[src/rtl/interrupt_sequencer.sv]
// Interrupt entry / RETI sequencer for the XM multi-cycle CPU.
// Pushes/pops PC and PSW over a simple req/ack memory port and drives PC/SP/PSW load strobes.
module interrupt_sequencer #(
  parameter logic [15:0] VECTOR_BASE = 16'hFFC0,
  parameter int unsigned STACK_STEP  = 2
) (
  input  logic        clk,
  input  logic        rst,
  input  logic [7:0]  irq,
  input  logic        boundary,
  input  logic        reti_req,
  input  logic [15:0] psw_in,
  input  logic [15:0] sp_in,
  input  logic [15:0] pc_in,
  output logic        busy,
  output logic [7:0]  irq_ack,
  output logic [1:0]  psw_wr_en,
  output logic [15:0] psw_wr_data,
  output logic        sp_wr,
  output logic [15:0] sp_out,
  output logic        pc_wr,
  output logic [15:0] pc_out,
  output logic        mem_req,
  output logic        mem_we,
  output logic [15:0] mem_addr,
  output logic [15:0] mem_wdata,
  input  logic [15:0] mem_rdata,
  input  logic        mem_ack
);

  localparam int unsigned NUM_IRQ = 8;
  localparam int unsigned IDX_W   = 3;
  localparam int unsigned DW      = 16;

  localparam logic [DW-1:0] STEP1 = DW'(STACK_STEP);
  localparam logic [DW-1:0] STEP2 = DW'(2 * STACK_STEP);

  localparam logic [2:0] S_IDLE     = 3'd0;
  localparam logic [2:0] S_PUSH_PC  = 3'd1;
  localparam logic [2:0] S_PUSH_PSW = 3'd2;
  localparam logic [2:0] S_LOAD_VEC = 3'd3;
  localparam logic [2:0] S_POP_PSW  = 3'd4;
  localparam logic [2:0] S_POP_PC   = 3'd5;

  logic [2:0]       state_q, state_d;
  logic [IDX_W-1:0] idx_q, idx_d;
  logic [DW-1:0]    sp_q, sp_d;
  logic [DW-1:0]    pc_q, pc_d;
  logic [DW-1:0]    psw_q, psw_d;

  logic               busy_d;
  logic [NUM_IRQ-1:0] irq_ack_d;
  logic [1:0]         psw_wr_en_d;
  logic [DW-1:0]      psw_wr_data_d;
  logic               sp_wr_d;
  logic [DW-1:0]      sp_out_d;
  logic               pc_wr_d;
  logic [DW-1:0]      pc_out_d;
  logic               mem_req_d;
  logic               mem_we_d;
  logic [DW-1:0]      mem_addr_d;
  logic [DW-1:0]      mem_wdata_d;

  logic             take;
  logic [IDX_W-1:0] take_idx;

  // Highest pending line strictly above the current priority; line 0 never qualifies.
  always_comb begin
    take     = 1'b0;
    take_idx = '0;
    for (int i = 1; i < NUM_IRQ; i++) begin
      if (irq[i] && (IDX_W'(i) > psw_in[7:5])) begin
        take     = 1'b1;
        take_idx = IDX_W'(i);
      end
    end
  end

  always_ff @(posedge clk or posedge rst) begin
    if (rst) begin
      state_q     <= S_IDLE;
      idx_q       <= '0;
      sp_q        <= '0;
      pc_q        <= '0;
      psw_q       <= '0;
      busy        <= 1'b0;
      irq_ack     <= '0;
      psw_wr_en   <= '0;
      psw_wr_data <= '0;
      sp_wr       <= 1'b0;
      sp_out      <= '0;
      pc_wr       <= 1'b0;
      pc_out      <= '0;
      mem_req     <= 1'b0;
      mem_we      <= 1'b0;
      mem_addr    <= '0;
      mem_wdata   <= '0;
    end else begin
      state_q     <= state_d;
      idx_q       <= idx_d;
      sp_q        <= sp_d;
      pc_q        <= pc_d;
      psw_q       <= psw_d;
      busy        <= busy_d;
      irq_ack     <= irq_ack_d;
      psw_wr_en   <= psw_wr_en_d;
      psw_wr_data <= psw_wr_data_d;
      sp_wr       <= sp_wr_d;
      sp_out      <= sp_out_d;
      pc_wr       <= pc_wr_d;
      pc_out      <= pc_out_d;
      mem_req     <= mem_req_d;
      mem_we      <= mem_we_d;
      mem_addr    <= mem_addr_d;
      mem_wdata   <= mem_wdata_d;
    end
  end

  // Each access state issues its request when mem_req is low and advances on ack,
  // which leaves at least one idle cycle between consecutive accesses.
  always_comb begin
    state_d       = state_q;
    idx_d         = idx_q;
    sp_d          = sp_q;
    pc_d          = pc_q;
    psw_d         = psw_q;
    busy_d        = busy;
    irq_ack_d     = '0;
    psw_wr_en_d   = '0;
    psw_wr_data_d = '0;
    sp_wr_d       = 1'b0;
    sp_out_d      = '0;
    pc_wr_d       = 1'b0;
    pc_out_d      = '0;
    mem_req_d     = mem_req;
    mem_we_d      = mem_we;
    mem_addr_d    = mem_addr;
    mem_wdata_d   = mem_wdata;

    case (state_q)
      S_IDLE: begin
        busy_d = 1'b0;
        if (boundary) begin
          if (reti_req) begin
            state_d = S_POP_PSW;
            sp_d    = sp_in;
            busy_d  = 1'b1;
          end else if (take) begin
            state_d = S_PUSH_PC;
            idx_d   = take_idx;
            sp_d    = sp_in;
            pc_d    = pc_in;
            psw_d   = psw_in;
            busy_d  = 1'b1;
          end
        end
      end

      S_PUSH_PC: begin
        if (!mem_req) begin
          mem_req_d   = 1'b1;
          mem_we_d    = 1'b1;
          mem_addr_d  = sp_q - STEP1;
          mem_wdata_d = pc_q;
        end else if (mem_ack) begin
          mem_req_d = 1'b0;
          state_d   = S_PUSH_PSW;
        end
      end

      S_PUSH_PSW: begin
        if (!mem_req) begin
          mem_req_d   = 1'b1;
          mem_we_d    = 1'b1;
          mem_addr_d  = sp_q - STEP2;
          mem_wdata_d = psw_q;
        end else if (mem_ack) begin
          mem_req_d = 1'b0;
          state_d   = S_LOAD_VEC;
        end
      end

      S_LOAD_VEC: begin
        if (!mem_req) begin
          mem_req_d   = 1'b1;
          mem_we_d    = 1'b0;
          mem_addr_d  = VECTOR_BASE + DW'({idx_q, 1'b0});
          mem_wdata_d = '0;
        end else if (mem_ack) begin
          mem_req_d     = 1'b0;
          state_d       = S_IDLE;
          busy_d        = 1'b0;
          pc_wr_d       = 1'b1;
          pc_out_d      = mem_rdata;
          sp_wr_d       = 1'b1;
          sp_out_d      = sp_q - STEP2;
          psw_wr_en_d   = 2'b11;
          psw_wr_data_d = {psw_q[7:5], psw_q[12:8], idx_q, 5'b0};
          irq_ack_d     = NUM_IRQ'(1) << idx_q;
        end
      end

      S_POP_PSW: begin
        if (!mem_req) begin
          mem_req_d   = 1'b1;
          mem_we_d    = 1'b0;
          mem_addr_d  = sp_q;
          mem_wdata_d = '0;
        end else if (mem_ack) begin
          mem_req_d = 1'b0;
          psw_d     = mem_rdata;
          state_d   = S_POP_PC;
        end
      end

      S_POP_PC: begin
        if (!mem_req) begin
          mem_req_d   = 1'b1;
          mem_we_d    = 1'b0;
          mem_addr_d  = sp_q + STEP1;
          mem_wdata_d = '0;
        end else if (mem_ack) begin
          mem_req_d     = 1'b0;
          state_d       = S_IDLE;
          busy_d        = 1'b0;
          pc_wr_d       = 1'b1;
          pc_out_d      = mem_rdata;
          sp_wr_d       = 1'b1;
          sp_out_d      = sp_q + STEP2;
          psw_wr_en_d   = 2'b11;
          psw_wr_data_d = psw_q;
        end
      end

      default: begin
        state_d   = S_IDLE;
        busy_d    = 1'b0;
        mem_req_d = 1'b0;
      end
    endcase
  end

endmodule

[config.mk]
export PLATFORM = sky130hd
export DESIGN_NAME = interrupt_sequencer
export DESIGN_NICKNAME = d
export VERILOG_FILES = /design/src/rtl/interrupt_sequencer.sv
export SDC_FILE = /design/constraint.sdc
export NUM_CORES = 1
export LEC_CHECK = 0
export ABC_AREA = 1
export CAP_MARGIN = 25
export CORE_ASPECT_RATIO = 1.75
export CORE_MARGIN = 10
export CORE_UTILIZATION = 51
export DETAILED_ROUTE_END_ITERATION = 16
export PLACE_DENSITY = 0.81
export SYNTH_ARGS = -nofsm -noshare
export SYNTH_HDL_FRONTEND = slang
export SYNTH_SLANG_ARGS = --single-unit
[constraint.sdc]
create_clock -name clk -period 5.8 [get_ports clk]
set_clock_uncertainty 0.2 [all_clocks]
set_input_delay 1.16 -clock clk [delete_from_list [all_inputs] [get_ports clk]]
set_output_delay 1.16 -clock clk [all_outputs]
set_load 0.03 [all_outputs]
== Yosys cells after proc, flatten, opt, wreduce, memory -nomap -nowiden ==
Cells that the tools add are included.

* Output and inout port bits: 95
* Input port bits: 77
* Logic and storage cells: 159
* Register bits after elaboration: 148

* Shifts and indexed selects: 1
* Magnitude comparators: 7
* Multiplexer cells: 78
* Bitwise operators: 2
* Equal/unequal tests: 24
* $add $sub $neg: 5
* Reduce and logical (&&, ||, !) cells: 26

{| class="wikitable"
|+ Operators with widths
! operator !! number
|-
| $mux W16 || 26
|-
| $pmux W16 S2 || 3
|-
| $pmux W16 S5 || 1
|-
| $mux W3 || 17
|-
| $pmux W16 S3 || 1
|-
| $ne A2 B2 Y1 const B || 16
|-
| $mux W8 || 3
|-
| $mux W1 || 20
|-
| $add A16 B2 Y16 const B || 1
|-
| $add A16 B3 Y16 const B || 1
|-
| $sub A16 B2 Y16 const B || 1
|-
| $sub A16 B3 Y16 const B || 1
|-
| $pmux W3 S5 || 1
|-
| $gt A3 B3 Y1 const A || 4
|-
| $reduce_and A6 Y1 || 2
|-
| $reduce_and A10 Y1 || 1
|-
| $reduce_and A3 Y1 || 3
|-
| $add A7 B5 Y8 const A || 1
|-
| $reduce_and A4 Y1 || 2
|-
| $shl A1 B3 Y8 const A || 1
|-
| $logic_and A1 B1 Y1 || 7
|-
| $eq A3 B2 Y1 const B || 2
|-
| $eq A3 B3 Y1 const B || 2
|-
| $gt A2 B3 Y1 const A || 2
|-
| other kinds (15) || 24
|}

== Logic depth before layout (Yosys ltp) ==
* Word-level depth: 13
* Mapped depth: 15

== Worst setup path before layout ==
OpenSTA, ideal clock, no wires.

* Path type: input to register
* From: input port psw_in[5]
* To: register psw_q[0]
* Required time: 5,477 ps
* Stages on the path: 10
* Data arrival time: 2,060 ps
* Library setup time: 123 ps
* Path buffers: 1
* Setup slack: 3,416 ps
* Path through: inv_1 > o21ai_2 > nand2_1 > nor2_2 > nand2_1 > nand2_1 > nand2_1 > nand2_2 > buf_4 > o21ai_1

* Cells in the longest elaborated chain, start to end: 11
* Elaborated cells between the ends (all ways): 23
* Those cells by class: order compare: 7; eq/ne: 1; mux: 7; reduce/logical: 8

{| class="wikitable"
|+ Ends and longest elaborated chain
! element !! line !! text
|-
| start, declared || 12 || <nowiki>input logic [15:0] psw_in,</nowiki>
|-
| $gt A1 B3 Y1 || 72 || <nowiki>if (irq[i] && (IDX_W'(i) > psw_in[7:5])) begin</nowiki>
|-
| $logic_and A1 B1 Y1 || 72 ||
|-
| $mux W1 (6 in series) || 72 ||
|-
| $mux W1 (*) || 72 ||
|-
| $ne A2 B2 Y1 (no source line) (*) || n/a ||
|-
| $reduce_and A6 Y1 (no source line) (*) || n/a ||
|-
| end signal, assigned || 103 || <nowiki>psw_q <= psw_d;</nowiki>
|-
| end, declared || 49 || <nowiki>logic [DW-1:0] psw_q, psw_d;</nowiki>
|}

Mark *: on every way between the ends. The rest lies on a longest branch, timed or not.
A chain may end at the register's enable or synchronous reset.

== Final worst setup path ==
* From: input port psw_in[7]
* To: register pc_q[6]

* Cells in the longest elaborated chain, start to end: 10
* Elaborated cells between the ends (all ways): 22
* Those cells by class: order compare: 7; mux: 7; reduce/logical: 8

{| class="wikitable"
|+ Ends and longest elaborated chain
! element !! line !! text
|-
| $gt A1 B3 Y1 || 72 ||
|-
| $logic_and A1 B1 Y1 || 72 ||
|-
| $mux W1 (6 in series) || 72 ||
|-
| $mux W1 (*) || 72 ||
|-
| $reduce_and A4 Y1 (no source line) (*) || n/a ||
|-
| end signal, assigned || 102 || <nowiki>pc_q <= pc_d;</nowiki>
|-
| end, declared || 48 || <nowiki>logic [DW-1:0] pc_q, pc_d;</nowiki>
|}

Marks and branches as above.

==> metrics.yaml <==
worst_setup_path:
  r2r_start: "state_q[0]"
  reg2reg_slack_ns: 2.75
  cp_data_arrival_time_ns: 3.63
  crit_fanout: 23
  critical_path.most_common_cell: "nand2_1"
  cp-end-kind: "flip-flop"
  reg2reg_depth: 10
  critPathTopFamily: "buffers and inverters"
  critPathLaunch: "psw_in[7]"
  start_kind: "input pin"
  reg2reg_to: "mem_addr[4]"
  cp.depth: 10
  slowest_delay_ns: 0.66
  crit_buf_inv: 3
  cp.required_ns: 5.96
  path_class: "in -> reg"
  path_cells: "clkdlybuf4s50_1 -> inv_1 -> nand2_1 -> o21ai_1 -> nor2_1 -> nand2_1 -> nand4_2 -> inv_1 -> nand2_1 -> nand2_1"
  worstSetupEndpoint: "pc_q[6]"
  crit_slowest_cell: "inv_1"
routing:
  drt_wl_total_um: 24400
  postRouteAntennaNets: 0
  firstDrtPassIters: 7
  post_drt_wl_per_cell_um: 18.3
  vias: 7265
  route.detailed.drc: 0
  avgViaCountPerCell: 5.43
  drtIter0Drc: 511
cts:
  postCtsSetupRepairBufs: 0
  h-tree-depth: 4
  cts_hold_buf: 0
  clk_pin_slew_ns: 0.06
  cts.sinks: 146
  ctsResizeCount: 0
  clock_latency_ns: 0.42
  cts-root-buf: "clkbuf_16"
  cts_tree: "done"
  numCtsBuffers: 17
  cts_buffer_depth: 2
layout:
  n_fill_cell: 1192
  diodes: 0
  final_nets: 1235
  area_growth_syn_to_layout_pct: 30.7
  drive_gt1_frac: 0.0589
synthesis:
  synth_fp_nets: 1080
  avgSynthCellArea_sq_um: 7.76
  yosys_register_bits: 146
  synth_cell_types: 47
  synth_top_area_cell: "dfrtp_1"
  seq_area_frac_synth: 0.477
  synth-edff-count: 0
  synth_most_common_cell: "nand2_1"
  synthCells: 987
  synth_top_area_share: 0.477
  synth_area_leaders: "dfrtp_1, nand2_1, inv_1"
  async_flop_share: 1.00
  synth-warning-count: 0
  yosys-top-cells-count: "nand2_1, dfrtp_1, inv_1"
  synthFlopType: "dfrtp_1"
  synthesis.area_sq_um: 7660
global_route:
  grt_remaining_overflow: 0
  grt_start_max_net_pins: 79
  antenna_found_initial: 0
  track_usage: 0.238
  grt_pass1_wl_um: 39000
  grt_pass1_vias: 7568
floorplanning:
  io_pins: 172
  dieArea_sq_um: 20500
  rows: 59
  core_area_sq_um: 14800
  chipHeight_um: 182
  initial_core_util: 0.516
  fp.dieW_um: 113
power:
  power_density_nw_per_um2: 553
  p_leak_nw: 4.95
  power_mw: 5.53
  ir_worst_vdd_mv: 0.309
timing:
  period_minus_slack_ns: 3.47
  fmax_ghz: 0.288
  tightest_slew_ns: 1.06
  grt_setup_unrepaired: "no"
  fin_crit_sh: 0.598
  whs_ns: 0.279
  setup_viol: 0
  maxSlewViolCount: 0
  final-hold-violation-count: 0
  tns_ns: 0
  max-slew-margin-rel: 0.291
min_path:
  hp-class: "reg -> reg"
placement:
  port_buffers: 170
  dp_hpwl_um: 18100
  place_congestion: 0.954
status:
  outcome: "finished, final reports clean"
run:
  maxCapViolations: 0
==> flip-flops by register name, summed over array words and instances (netlist names), 16 cells and up <==
register,count
pc_q,16
sp_q,16
mem_addr,16
sp_out,16
pc_out,16
psw_q,16
psw_wr_data,16
mem_wdata,16
==> stage by stage <==
| step | utilization | std cells | setup slack (ns) | instance area, sq um |
|---|---|---|---|---|
| finish | 0.675 | 1338 | 2.33 | 10000 |
| global route | 0.675 | 1338 | 2.04 | 10000 |
| CTS | 0.675 | 1338 | 2.31 | 10000 |
| detailed placement | 0.634 | 1306 | 1.94 | 9400 |
| global placement | 0.634 | 1306 | 1.95 | 9400 |
| floorplan | - | 987 | 0.517 | 7660 |
==> cell usage in the layout (no fill, tap or decap), types with 18 or more instances in the layout <==
master,instances
clkdlybuf4s50_1,170
nor2_1,75
inv_1,113
o21ai_0,64
nand2_1,303
nand3_1,82
o21ai_1,18
dfrtp_1,146
==> tightest hold or removal path, cell delays in order, from the launching register on <==
cell and delay, ns:
dfrtp_1 0.34, nand2_1 0.05, nand2_1 0.05
==> routing by layer <==
metal	global-route usage	share of wire
met4	0.156	0.064
met2	0.431	0.53
met1	0.232	0.34
met5	0	0
met3	0.0548	0.063
==> worst min path at each step <==
stage / end / start / cells past startpoint / slack [ns]
floorplan: pc_q[0] / pc_q[0] / 2 / 0.25
global placement: mem_wdata[6] / mem_wdata[6] / 2 / 0.26
detailed placement: mem_wdata[6] / mem_wdata[6] / 2 / 0.26
CTS: mem_wdata[6] / mem_wdata[6] / 2 / 0.28
global route: psw_q[14] / psw_q[14] / 2 / 0.31
finish: pc_q[5] / pc_q[5] / 2 / 0.28
==> layout make-up <==
type                            count  area (sq um)  share of cell area
Sequential cell                   146          3650               0.365
Multi-Input combinational cell    682          3330               0.332
Timing Repair Buffer              174          1730               0.173
Inverter                          121           462              0.0461
Clock buffer                       18           439              0.0439
Tap cell                          183           229              0.0229
Clock inverter                     14           169              0.0169
==> kinds of logic after synthesis <==
| kind of cell | count (synthesis) | synth area share |
|---|---|---|
| buffers and inverters | 159 | 0.0889 |
| adder cells (fa/ha/maj) | 16 | 0.0271 |
| XOR/XNOR | 13 | 0.0149 |
| AO/OA/AOI/OAI | 142 | 0.109 |
| flip-flops | 146 | 0.477 |
| AND/OR/NAND/NOR | 511 | 0.284 |
==> power by group <==
| group | switching, mW | total, mW | internal, mW |
|---|---|---|---|
| clock | 0.477 | 1.14 | 0.661 |
| combinational | 1.81 | 2.77 | 0.967 |
| sequential | 0.278 | 1.62 | 1.34 |
Note: power is estimated with default switching activity, not from simulation.
